**src/rtl/sys_bridge_n.sv**
```systemverilog
// sys_bridge_n: CPU-to-peripheral bridge.
// Decodes a CPU request against per-slave address windows and runs a
// strobe/ack transaction with the selected slave. Unmapped or unanswered
// accesses complete with an error. Peripheral interrupt lines are merged
// into the hwint vector, with each line either level-following or edge-latched.
//
// Handshake: the CPU raises pr_req and holds it, with address, data and byte
// enables stable, until pr_ready pulses for one cycle. A slave sees s_stb[i]
// held high for as many cycles as it needs. It answers by raising s_ack[i]
// for one cycle with s_rd[i] valid. Acks from slaves not being strobed are
// ignored.
module sys_bridge_n #(
  parameter int                 NSLV      = 5,
  parameter logic [NSLV*32-1:0] SLV_BASE  = {32'h0000_7F40, 32'h0000_7F30,
                                             32'h0000_7F10, 32'h0000_7F00,
                                             32'h0000_0000},
  parameter logic [NSLV*32-1:0] SLV_LIMIT = {32'h0000_7F4F, 32'h0000_7F33,
                                             32'h0000_7F2B, 32'h0000_7F0B,
                                             32'h0000_2FFF},
  parameter int                 TIMEOUT   = 16,
  parameter int                 NIRQ      = 6,
  parameter logic [NIRQ-1:0]    IRQ_EDGE  = '0
) (
  input  logic                 clk,
  input  logic                 reset,
  input  logic                 pr_req,
  input  logic [31:0]          pr_addr,
  input  logic [31:0]          pr_wd,
  input  logic [3:0]           pr_byteen,
  output logic [31:0]          pr_rd,
  output logic                 pr_ready,
  output logic                 pr_err,
  output logic                 pr_busy,
  output logic [31:0]          s_addr,
  output logic [31:0]          s_wd,
  output logic [NSLV*4-1:0]    s_byteen,
  output logic [NSLV-1:0]      s_stb,
  input  logic [NSLV*32-1:0]   s_rd,
  input  logic [NSLV-1:0]      s_ack,
  input  logic [NIRQ-1:0]      irq_in,
  input  logic [NIRQ-1:0]      irq_clr,
  output logic [NIRQ-1:0]      hwint,
  output logic [1:0]           dbg_state
);

  localparam int CW = (TIMEOUT > 0) ? $clog2(TIMEOUT + 1) : 1;

  typedef enum logic [1:0] {
    ST_IDLE   = 2'd0,
    ST_ACCESS = 2'd1,
    ST_DONE   = 2'd2
  } state_t;

  state_t          r_state, w_state_nxt;
  logic [31:0]     r_addr, r_wd, r_rd;
  logic [3:0]      r_be;
  logic [NSLV-1:0] r_sel;
  logic [CW-1:0]   r_cnt;
  logic            r_err;
  logic [NIRQ-1:0] r_irq_prev, r_pend, r_hwint;

  logic [NSLV-1:0] w_sel;
  logic            w_hit;
  logic            w_ack;
  logic [31:0]     w_rd;
  logic            w_timeout;
  logic [NIRQ-1:0] w_rise, w_pend_nxt;

  // Address decode: first (lowest-index) window containing pr_addr wins.
  always_comb begin
    w_sel = '0;
    w_hit = 1'b0;
    for (int i = 0; i < NSLV; i++) begin
      if (!w_hit && (pr_addr >= SLV_BASE[32*i +: 32]) &&
          (pr_addr <= SLV_LIMIT[32*i +: 32])) begin
        w_sel[i] = 1'b1;
        w_hit    = 1'b1;
      end
    end
  end

  // Return path: only the latched slave's ack and read data are observed.
  always_comb begin
    w_ack = |(s_ack & r_sel);
    w_rd  = '0;
    for (int i = 0; i < NSLV; i++) begin
      if (r_sel[i]) w_rd = w_rd | s_rd[32*i +: 32];
    end
  end

  assign w_timeout = (TIMEOUT > 0) && (r_cnt == CW'(TIMEOUT));

  // FSM state register.
  always_ff @(posedge clk or posedge reset) begin
    if (reset) r_state <= ST_IDLE;
    else       r_state <= w_state_nxt;
  end

  // FSM next-state logic; requests are only accepted in IDLE.
  always_comb begin
    w_state_nxt = r_state;
    case (r_state)
      ST_IDLE:   if (pr_req) w_state_nxt = w_hit ? ST_ACCESS : ST_DONE;
      ST_ACCESS: if (w_ack || w_timeout) w_state_nxt = ST_DONE;
      ST_DONE:   w_state_nxt = ST_IDLE;
      default:   w_state_nxt = ST_IDLE;
    endcase
  end

  // FSM outputs; strobe and byte enables are decoded straight from the state
  // flop, so an asynchronous reset removes them immediately.
  always_comb begin
    s_stb    = (r_state == ST_ACCESS) ? r_sel : '0;
    s_byteen = '0;
    for (int i = 0; i < NSLV; i++) begin
      if ((r_state == ST_ACCESS) && r_sel[i]) s_byteen[4*i +: 4] = r_be;
    end
    pr_ready  = (r_state == ST_DONE);
    pr_busy   = (r_state != ST_IDLE);
    dbg_state = r_state;
  end

  // Transaction datapath: latch the request, count waits, capture the result.
  always_ff @(posedge clk or posedge reset) begin
    if (reset) begin
      r_addr <= '0;
      r_wd   <= '0;
      r_be   <= '0;
      r_sel  <= '0;
      r_cnt  <= '0;
      r_rd   <= '0;
      r_err  <= 1'b0;
    end else begin
      case (r_state)
        ST_IDLE: begin
          if (pr_req && w_hit) begin
            r_addr <= pr_addr;
            r_wd   <= pr_wd;
            r_be   <= pr_byteen;
            r_sel  <= w_sel;
            r_cnt  <= '0;
          end else if (pr_req) begin
            r_rd   <= '0;
            r_err  <= 1'b1;
          end
        end
        ST_ACCESS: begin
          if (w_ack) begin
            r_rd  <= w_rd;
            r_err <= 1'b0;
          end else if (w_timeout) begin
            r_rd  <= '0;
            r_err <= 1'b1;
          end else begin
            r_cnt <= r_cnt + 1'b1;
          end
        end
        default: ;
      endcase
    end
  end

  assign s_addr = r_addr;
  assign s_wd   = r_wd;
  assign pr_rd  = r_rd;
  assign pr_err = r_err;

  // Edge-latched lines use the next pending value so both line kinds lag by one cycle.
  assign w_rise     = irq_in & ~r_irq_prev;
  assign w_pend_nxt = ((r_pend & ~irq_clr) | w_rise) & IRQ_EDGE;

  // Interrupt sampling, pending latches and the registered hwint vector.
  always_ff @(posedge clk or posedge reset) begin
    if (reset) begin
      r_irq_prev <= '0;
      r_pend     <= '0;
      r_hwint    <= '0;
    end else begin
      r_irq_prev <= irq_in;
      r_pend     <= w_pend_nxt;
      r_hwint    <= w_pend_nxt | (irq_in & ~IRQ_EDGE);
    end
  end

  assign hwint = r_hwint;

endmodule
```
**config.mk**
```make
export PLATFORM = sky130hd
export DESIGN_NAME = sys_bridge_n
export DESIGN_NICKNAME = d
export VERILOG_FILES = /design/src/rtl/sys_bridge_n.sv
export SDC_FILE = /design/constraint.sdc
export NUM_CORES = 1
export LEC_CHECK = 0
export ABC_AREA = 0
export CAP_MARGIN = 20
export CORE_AREA = 2 2 146 148
export CTS_CLUSTER_DIAMETER = 30
export DETAILED_ROUTE_END_ITERATION = 7
export DIE_AREA = 0 0 148 150
export PLACE_DENSITY_LB_ADDON = 0.3
export SYNTH_ARGS = -nofsm -noshare
export SYNTH_HDL_FRONTEND = slang
export SYNTH_SLANG_ARGS = --single-unit
```
**constraint.sdc**
```tcl
create_clock -name clk -period 6.1 [get_ports clk]
set_clock_uncertainty 0.2 [all_clocks]
set_input_delay 1.22 -clock clk [delete_from_list [all_inputs] [get_ports clk]]
set_output_delay 1.22 -clock clk [all_outputs]
set_load 0.01 [all_outputs]
```
==> results of run 1 <==
## registers in the layout (all words and copies together), names as in the netlist
signal     count
pr_rd         32
s_wd          32
r_sel          5
r_cnt          5
hwint          6
s_addr        32
pr_err         1
r_be           4
dbg_state      2
## stage by stage
stage          cell area [um^2]  utilization
3_5_place_dp               9600        0.464
5_1_grt                   10200        0.494
4_1_cts                   10200        0.494
6_report                  10200        0.495
2_1_floorplan              5590            -
3_3_place_gp               9600        0.464
## cells in the mapped netlist (10+ instances only)
library cell / number / area share
dfrtp_1: 119 / 0.53
nand2_1: 39 / 0.026
nor2_1: 11 / 0.0074
nor2b_1: 20 / 0.022
mux2_2: 39 / 0.079
inv_1: 14 / 0.0094
a222oi_1: 33 / 0.059
a22oi_1: 33 / 0.044
and3_1: 22 / 0.025
clkbuf_1: 25 / 0.017
a32o_1: 32 / 0.057
mux2_1: 10 / 0.020
## critical path, stage by stage
cell,delay [ns]
clkdlybuf4s50_1,0.40
nor4_1,0.29
nand4_1,0.31
or3_1,0.55
a31oi_4,0.54
buf_12,0.36
mux2_2,0.38
## layout make-up
cell class | count | area (um^2) | share of cell area
antenna | 7 | 17.5 | 0.00171
timing repair buffer | 384 | 3830 | 0.374
tap | 275 | 344 | 0.0336
multi-input combinational | 305 | 2400 | 0.234
sequential | 119 | 2980 | 0.291
inverter | 14 | 55.1 | 0.00538
clock buffer | 18 | 429 | 0.0419
clock inverter | 14 | 186 | 0.0182
## report_power, final
| group | internal, mW | switching [mW] |
|---|---|---|
| logic | 0.166 | 0.0836 |
| registers | 0.793 | 0.00253 |
| clock network | 0.653 | 0.400 |
| total | 1.61 | 0.486 |
## routing by layer
metal	track usage	vias up	wire, um
met5	0	-	0
met4	0.102	0	766
met3	0.0881	35	2690
met2	0.324	296	10800
met1	0.242	2720	8980
li1	-	2606	-
## how the worst min path moves through the flow
stage,startpoint,endpoint,slack [ns],cells after the start
finish,s_wd[11]$_DFFE_PP0P_,s_wd[11]$_DFFE_PP0P_,0.28,1
global route,s_wd[11]$_DFFE_PP0P_,s_wd[11]$_DFFE_PP0P_,0.31,1
CTS,s_wd[11]$_DFFE_PP0P_,s_wd[11]$_DFFE_PP0P_,0.29,1
detailed placement,s_wd[6]$_DFFE_PP0P_,s_wd[6]$_DFFE_PP0P_,0.27,1
global placement,s_wd[8]$_DFFE_PP0P_,s_wd[8]$_DFFE_PP0P_,0.27,1
floorplan,r_cnt[4]$_DFFE_PP0P_,r_cnt[4]$_DFFE_PP0P_,0.30,2
## logic make-up (layout without fill, tap and decap cells)
family	after synthesis	after routing	synth area share
xor gates and xnor gates	3	3	0.00470
DFF	119	119	0.532
adders and majority gates	2	2	0.00447
buffers and inverters	55	430	0.0416
muxes	49	49	0.0987
other	0	7	0
AOI/OAI and AO/OA	123	123	0.195
and+or+nand+nor	128	128	0.123
==> impl_results.md, run 1 <==
* Leakage power total at 4.40 nW
* Netlist cell types at 45
* Fin Hold WS at 0.283 ns
* GRT Overall Usage at 0.206
* Layout cells sized above 1 at 0.102
* Die Area at 22200 um^2
* Final hold violations at 0
* Worst-skew pair later-pin latency at 0.42 ns
* Reg2reg end: pr_rd[21]$_DFFE_PP0P_
* Maxcap violations at 0
* Reg2reg start: r_sel[3]$_DFFE_PP0P_
* Iter 0 DRT Violations at 333
* GRT overflow at 0
* Final Power at 2.10 mW
* Clock sinks at 119
* Fillcell total at 1923
* Synth warn at 0
* Worst Reg-to-Reg Cells at 7
* Seq/Total Area, Yosys at 0.532
* RSZ-0062 raised after global routing: no
* Rel. slew slack at 0.307
* Final WL at 23300 um
* HPWL after detailed placement at 16900 um
* Setup WS pre-CTS at 1.64 ns
* Row cnt at 53
* Crit path time final at 4.01 ns
* Most frequent cells in the layout: 373 x clkdlybuf4s50_1, 119 x dfrtp_1, 39 x nand2_1, 39 x mux2_2
* Via/cell ratio at 4.98
* Chip width at 148 um
* First-pass GRT wire length at 34900 um
* Pre-Repair DR Iteration Count at 7
* Post-route ant nets at 0
* Final setup violation count at 0
* Tcrit/Tclk final at 0.657
* Post-Syn Area at 5590 um^2
* Clock root cell: clkbuf_16
* TritonCTS clock tree: built
* Die height at 150 um
* Crit Path Class: input port to flip-flop
* Routed len/inst at 20.5 um
* Commonest non-fill, non-tap cell in the layout: clkdlybuf4s50_1
* Worst setup SP type: input port
* Maximum VDD drop at 0.184 mV
* Critical Path Fanout Max at 63
* Clock buffer depth at 2
* Post-synth top flop: dfrtp_1
* Largest net degree at the start of global routing at 64
* Average cell area after synthesis at 11.7 um^2
* Vias in the first global route at 5923
* Fmax at 250 MHz
* Core box area at 20700 um^2
* Worst Hold Class: flip-flop to flip-flop
* Hold buffer count at CTS at 0
* Gp weighted congestion at 0.838
* EDFF count, synth at 0
* Initial Util at 0.270
* Async set-reset flop share out of synthesis at 1.00
* DR vias at 5657
* Critical Path Start: pr_addr[31]
* IO Count at 380
* Layout Nets at 1091
* Syn Inst Count at 479
* Pwr dens at 205 nW/um^2
* Clock-pin slew on the worst setup and hold paths at 0.06 ns
* Register bit total from synthesis at 119
* Initial antenna violation count at 6
* Setup WS post-layout at 2.09 ns
* Placed Instances at 1097
* Post-CTS Setup Bufs at 0
* Port buffer count at 373
* Status: finished clean
* CP endpoint kind: flip-flop
* Reg-to-reg setup timing slack at 3.11 ns
* Worst Setup EP: r_be[1]$_DFFE_PP0P_
* Mapped Nets at 729
* Finished Layout Cells at 1136
* CTS-repair resized insts at 0
* H-tree lvl count at 4
* DRC at 0
* Worst EP arrival at 4.11 ns
* Worst EP required at 6.20 ns
* CTS Buf Count at 17
* Area growth syn-to-layout at 83.0%
* Worst-Margin Slew at 1.04 ns
* Setup TNS at 0 ns
* Max Slew Vio Count at 0
(Power assumes the default switching activity.)
==> inputs of run 2 (changes only) <==
--- a/config.mk
+++ b/config.mk
@@ -7,10 +7,10 @@
 export LEC_CHECK = 0
 export ABC_AREA = 0
 export CAP_MARGIN = 20
-export CORE_AREA = 2 2 146 148
+export CORE_AREA = 2 2 148 150
 export CTS_CLUSTER_DIAMETER = 30
 export DETAILED_ROUTE_END_ITERATION = 7
-export DIE_AREA = 0 0 148 150
+export DIE_AREA = 0 0 150 152
 export PLACE_DENSITY_LB_ADDON = 0.3
 export SYNTH_ARGS = -nofsm -noshare
 export SYNTH_HDL_FRONTEND = slang
==> constraint.sdc (replaced) <==
create_clock -name clk -period 3.5 [get_ports clk]
set_clock_uncertainty 0.2 [all_clocks]
set_input_delay 0.7 -clock clk [delete_from_list [all_inputs] [get_ports clk]]
set_output_delay 0.7 -clock clk [all_outputs]
set_load 0.01 [all_outputs]
==> run 2 against run 1 <==
  * First-iteration DRC count up 12%
  * Clock power up 78%
  * Via count up 1.0%
  * Largest power group unchanged
==> impl_results.md, run 2 (same netlist as run 1, synthesis figures left out) <==
* CP endpoint kind: flip-flop
* Iter 0 DRT Violations at 373 (+12%)
* Status: finished clean
* Critical path's slowest cell: or4_1
* Area growth syn-to-layout at 85.0%
* Die Area at 22800 um^2 (+2.7%)
* Maximum VDD drop at 0.318 mV (+73%)
* Crit Path Class: input port to flip-flop
* Worst setup SP type: input port
* CTS Buf Count at 17 (unchanged)
* Placed Instances at 1112 (+1.4%)
* Post-CTS Setup Bufs at 0 (unchanged)
* Critical Path Start: pr_addr[4]
* Layout cells sized above 1 at 0.112 (+0.0104)
* DRC at 0 (unchanged)
* Worst Reg-to-Reg Cells at 7 (unchanged)
* Pwr dens at 358 nW/um^2 (+74%)
* Fmax at 325 MHz
* Critical Path Fanout Max at 37 (-41%)
* Core box area at 21400 um^2 (+3.2%)
* Vias in the first global route at 5989 (+1.1%)
* Clock-pin slew on the worst setup and hold paths at 0.06 ns (about the same)
* Reg2reg start: r_sel[2]$_DFFE_PP0P_
* Layout Nets at 1101 (+0.92%)
* Largest net degree at the start of global routing at 120 (+88%)
* Leakage power total at 4.45 nW (+1.1%)
* Final setup violation count at 0 (unchanged)
* Maxcap violations at 0 (unchanged)
* Clock sinks at 119 (unchanged)
* Worst Setup EP: s_wd[31]$_DFFE_PP0P_
* Worst Hold Class: flip-flop to flip-flop
* RSZ-0062 raised after global routing: no
* CP Depth at 7 (unchanged)
* CP cell instances: clkdlybuf4s50_1, or4_1, nor4_1, a211oi_1, a31oi_4, buf_12, mux2_2
* Most frequent cells in the layout: 373 x clkdlybuf4s50_1, 119 x dfrtp_1, 39 x nand2_1, 39 x mux2_2
* Post-route ant nets at 0 (unchanged)
* Area of the multi-input gates at 2390 um^2 (-0.31%)
* Tcrit/Tclk final at 0.879
* Via/cell ratio at 4.99 (+0.25%)
* Chip width at 150 um (+1.4%)
* Worst EP arrival at 3.17 ns (-0.94 ns)
* Hold buffer count at CTS at 0 (unchanged)
* IO Count at 380 (unchanged)
* Crit path time final at 3.08 ns
* Slowest stage delay, CP at 0.57 ns (+0.02 ns)
* Max Slew Vio Count at 0 (unchanged)
* Port buffer count at 373 (unchanged)
* Fin Hold WS at 0.282 ns (-0.000184 ns)
* Worst Path Buf+Inv at 2 (unchanged)
* DR vias at 5716 (+1.0%)
* Commonest non-fill, non-tap cell in the layout: clkdlybuf4s50_1
* Fillcell total at 2023 (+5.2%)
* Setup TNS at 0 ns (unchanged)
* Worst-skew pair later-pin latency at 0.40 ns (-0.02 ns)
* TritonCTS clock tree: built
* Hold Path Depth at 1 (unchanged)
* CP top delay family: simple AND/OR/NAND/NOR gates
* Die height at 152 um (+1.3%)
* Row cnt at 54 (+1.9%)
* Worst EP required at 3.59 ns (-2.61 ns)
* First-pass GRT wire length at 34900 um (about the same)
* Worst-Margin Slew at 0.657 ns (-0.379 ns)
* Initial Util at 0.262 (-0.00836)
* Final WL at 23200 um (-0.22%)
* Routed len/inst at 20.3 um (-1.0%)
* Gp weighted congestion at 0.810 (-3.3%)
* Register Area at 2980 um^2 (unchanged)
* Pre-Repair DR Iteration Count at 7 (unchanged)
* Clock root cell: clkbuf_16
* Rel. slew slack at 0.562 (+0.255)
* Finished Layout Cells at 1145 (+0.79%)
* Reg2reg end: pr_rd[23]$_DFFE_PP0P_
* Initial antenna violation count at 5 (-1)
* H-tree lvl count at 4 (unchanged)
* HPWL after detailed placement at 17300 um (+2.0%)
* GRT Overall Usage at 0.201 (-0.00515)
* CTS-repair resized insts at 0 (unchanged)
* GRT overflow at 0 (unchanged)
* Final hold violations at 0 (unchanged)
* Post-Route Utilization at 0.485 (-0.0101)
* Reg-to-reg setup timing slack at 0.91 ns (-2.20 ns)
* Clock buffer depth at 2 (unchanged)
## run 2: final cells by class
class,instances,area share
timing repair buffer,394,0.381
sequential,119,0.288
multi-input combinational,305,0.231
clock buffer,18,0.0415
tap,280,0.0339
clock inverter,14,0.0193
inverter,14,0.00544
antenna,1,0.000242
## run 2: worst min-delay path by stage
| stage | startpoint | endpoint | slack (ns) |
|---|---|---|---|
| final | s_wd[2]$_DFFE_PP0P_ | s_wd[2]$_DFFE_PP0P_ | 0.28 |
| after global routing | s_wd[6]$_DFFE_PP0P_ | s_wd[6]$_DFFE_PP0P_ | 0.30 |
| after CTS | s_wd[2]$_DFFE_PP0P_ | s_wd[2]$_DFFE_PP0P_ | 0.29 |
| after detailed placement | s_wd[2]$_DFFE_PP0P_ | s_wd[2]$_DFFE_PP0P_ | 0.27 |
| after global placement | s_wd[5]$_DFFE_PP0P_ | s_wd[5]$_DFFE_PP0P_ | 0.27 |
| after floorplan | r_cnt[4]$_DFFE_PP0P_ | r_cnt[4]$_DFFE_PP0P_ | 0.30 |
## run 2: report_power, final
| group | total [mW] | internal [mW] | switching (mW) |
|---|---|---|---|
| logic | 0.447 | 0.296 | 0.151 |
| clock network | 1.87 | 1.20 | 0.669 |
| registers | 1.39 | 1.38 | 0.00451 |
| total | 3.70 | 2.88 | 0.824 |
## run 2: worst reg2reg max path, stage by stage, from the launching register on
cell	delay (ns)
dfrtp_1	0.56
buf_4	0.31
nand2_1	0.08
and3_1	0.30
a22oi_1	0.30
nand4_1	0.20
buf_12	0.24
a32o_1	0.28
## run 2: routing by layer
layer / part of all wire / track usage
met5: 0.0015 / 0
met4: 0.024 / 0.0768
met3: 0.11 / 0.0856
met2: 0.49 / 0.338
met1: 0.37 / 0.224
## run 2: stage by stage
stage	cell area, um^2	total power [mW]	setup WS, ns
3_3_place_gp	9710	1.86	0.0665
4_1_cts	10300	3.76	0.431
2_1_floorplan	5600	1.51	0.751
3_5_place_dp	9710	1.86	0.0336
5_1_grt	10300	3.85	0.344
6_report	10300	3.70	0.424
==> inputs of run 3 (changes only) <==
==> constraint.sdc (replaced) <==
create_clock -name clk -period 2.6 [get_ports clk]
set_clock_uncertainty 0.2 [all_clocks]
set_input_delay 0.52 -clock clk [delete_from_list [all_inputs] [get_ports clk]]
set_output_delay 0.52 -clock clk [all_outputs]
set_load 0.01 [all_outputs]
==> run 3 against run 2 <==
  * Final cell count up 5.4%
  * Sequential share of layout area is 2.3 points lower
  * Register-to-register slack got worse by 0.69 ns
  * First-iteration DRC count is 27% lower
  * Via count rose by 4.3%
  * Wire length up 8.9%
  * Global-route usage rose by 0.73 points
  * Clock power increased by 31%
  * Setup slack worse by 0.41 ns
  * Count of clock-buffer cells in the layout stayed put
  * Critical endpoint is now s_addr[10]$_DFFE_PP0P_
  * Largest power group unchanged
  * Highest routed layer unchanged
==> impl_results.md, run 3 (same netlist as run 1, synthesis figures left out) <==
* Status: finished clean
* Core box area at 21400 um^2 (unchanged)
* GRT overflow at 0 (unchanged)
* IO Count at 380 (unchanged)
* Clock sinks at 119 (unchanged)
* H-tree lvl count at 4 (unchanged)
* Gp weighted congestion at 0.804 (-0.72%)
* Clock root cell: clkbuf_16
* Worst EP arrival at 2.69 ns (-0.48 ns)
* CP endpoint kind: flip-flop
* Iter 0 DRT Violations at 273 (-27%)
* First-pass GRT wire length at 36000 um (+3.1%)
* Crit Path Class: input port to flip-flop
* Hold worst-path end: s_addr[8]$_DFFE_PP0P_
* Post-Route Utilization at 0.527 (+0.0420)
* Fillcell total at 1938 (-4.2%)
* Reg-to-reg setup timing slack at 0.22 ns (-0.69 ns)
* Vias in the first global route at 6228 (+4.0%)
* Max Slew Vio Count at 0 (unchanged)
* Pre-Repair DR Iteration Count at 8 (+1)
* Row cnt at 54 (unchanged)
* Initial Util at 0.262 (unchanged)
* Pwr dens at 443 nW/um^2 (+24%)
* Fmax at 386 MHz
* Worst Reg-to-Reg Cells at 8 (+1)
* DR vias at 5961 (+4.3%)
* Most frequent cells in the layout: 323 x clkdlybuf4s50_1, 117 x dfrtp_1, 57 x buf_4
* Clock share of power at 0.491 (-0.014)
* Hold buffer count at CTS at 0 (unchanged)
* Die Area at 22800 um^2 (unchanged)
* Sequential power share at 0.374 (about the same)
* DRC at 0 (unchanged)
* Leakage power total at 5.30 nW (+19%)
* Worst setup SP type: input port
* Area growth syn-to-layout at 101%
* Share of total power in combinational logic at 0.135 (+0.014)
* Port buffer count at 373 (unchanged)
* Die height at 152 um (unchanged)
* Switch Pwr at 1.14 mW (+39%)
* Chip width at 150 um (unchanged)
* Post-route ant nets at 0 (unchanged)
* Final hold violations at 0 (unchanged)
* Largest net degree at the start of global routing at 61 (-49%)
* Min-delay src: pr_addr[8]
* TritonCTS clock tree: built
* Tcrit/Tclk final at 0.996
* Rel. slew slack at 0.681 (+0.118)
* Final setup violation count at 0 (unchanged)
* Switching share of power at 0.230 (+0.00680)
* Via/cell ratio at 4.94 (-1.1%)
* Hold Path Depth at 2 (+1)
* Worst-skew pair later-pin latency at 0.41 ns (about the same)
* Reg2reg start: dbg_state[1]$_DFFE_PP0P_
* Reg2reg end: s_addr[10]$_DFFE_PP0P_
* Routed len/inst at 20.9 um (+3.3%)
* CTS Buf Count at 17 (unchanged)
* Clock-pin slew on the worst setup and hold paths at 0.06 ns (about the same)
* Clock buffer depth at 2 (unchanged)
* Maxcap violations at 0 (unchanged)
* Layout cells sized above 1 at 0.194 (+0.0821)
* P_int at 3.84 mW (+34%)
* HPWL after detailed placement at 18000 um (+4.3%)
* Worst EP required at 2.70 ns (-0.89 ns)
* GRT Overall Usage at 0.208 (+0.00727)
* Commonest non-fill, non-tap cell in the layout: clkdlybuf4s50_1
* Layout Nets at 1163 (+5.6%)
* Worst Hold Class: input port to flip-flop
* Critical Path Fanout Max at 5 (-86%)
* Initial antenna violation count at 4 (-1)
* Crit path time final at 2.59 ns
* Worst-Margin Slew at 0.476 ns (-0.180 ns)
* Final WL at 25300 um (+8.9%)
* Maximum VDD drop at 0.430 mV (+36%)
* Fin Hold WS at 0.182 ns (-0.0999 ns)
[run 3: changes by cell type in the layout (fill, tap and decap cells not counted), moves of 5 or more]
cell and change:
buf_6 +7, clkdlybuf4s50_1 -50, buf_12 +7, clkbuf_16 +5, dlymetal6s2s_1 +27, dlygate4sd2_1 +17
mux2_4 +13, clkdlybuf4s15_1 +5, buf_4 +40, mux2_2 -10
[run 3: how the worst max path moves through the flow]
stage                                  start                endpoint  slack, ns  cells after the start
global placement                  pr_addr[4]     r_be[3]$_DFFE_PP0P_      -0.59                      7
CTS                 dbg_state[1]$_DFFE_PP0P_             s_byteen[1]      0.008                      4
global route                     pr_addr[22]   s_addr[6]$_DFFE_PP0P_      -0.03                      9
finish                           pr_addr[22]  s_addr[10]$_DFFE_PP0P_      0.009                      9
floorplan                        pr_addr[31]    s_wd[10]$_DFFE_PP0P_       0.03                      8
detailed placement                pr_addr[4]   s_addr[1]$_DFFE_PP0P_      -0.62                      7
[run 3: metrics by stage]
stage               TNS, ns  setup WS (ns)  cell area (um^2)  instances  power [mW]
detailed placement   -59.30         -0.620              9980       1142        2.55
finish                    0        0.00926             11200       1207        4.99
floorplan                 0         0.0306              5600        479        2.04
CTS                       0        0.00822             10800       1189        5.04
global route         -0.570        -0.0282             11200       1206        5.18
global placement     -56.53         -0.594              9980       1142        2.54
[run 3: layout make-up]
| type | instances | area, um^2 | share of cell area |
|---|---|---|---|
| Timing Repair Buffer | 456 | 4710 | 0.419 |
| Sequential cell | 119 | 2980 | 0.265 |
| Multi-Input combinational cell | 305 | 2530 | 0.225 |
| Clock buffer | 18 | 439 | 0.0391 |
| Tap cell | 280 | 350 | 0.0312 |
| Clock inverter | 14 | 173 | 0.0154 |
| Inverter | 14 | 56.3 | 0.00501 |
| Antenna cell | 1 | 2.50 | 0.000223 |
[run 3: routing by layer]
layer	vias up	global-route usage	wire, um
li1	2744	-	-
met1	2896	0.230	9340
met2	278	0.360	12800
met3	37	0.0880	2720
met4	6	0.0651	427
met5	-	0	40
[run 3: power by group through the flow]
stage	Clock [mW]	Sequential, mW	Combinational, mW
CTS	2.52	1.86	0.661
floorplan	0	1.90	0.135
detailed placement	0	1.90	0.647
finish	2.45	1.86	0.672
global placement	0	1.90	0.643
global route	2.60	1.86	0.716
[run 3: what timing repair did]
| action | 4_1_cts | 5_1_grt |
|---|---|---|
| resized for setup | 45 | 63 |
| cloned | 3 | 5 |
| pin swaps | 9 | 15 |
| endpoints found under the hold margin | 0 | 0 |
| setup endpoints to repair | 122 | 83 |
| buffers inserted | 12 | 12 |
[run 3: critical path: stages]
cell             delay, ns
clkdlybuf4s50_1       0.40
nor4_1                0.24
nand4_1               0.17
or3_4                 0.45
a31oi_4               0.18
buf_12                0.14
buf_12                0.13
clkbuf_16             0.15
mux2_2                0.32
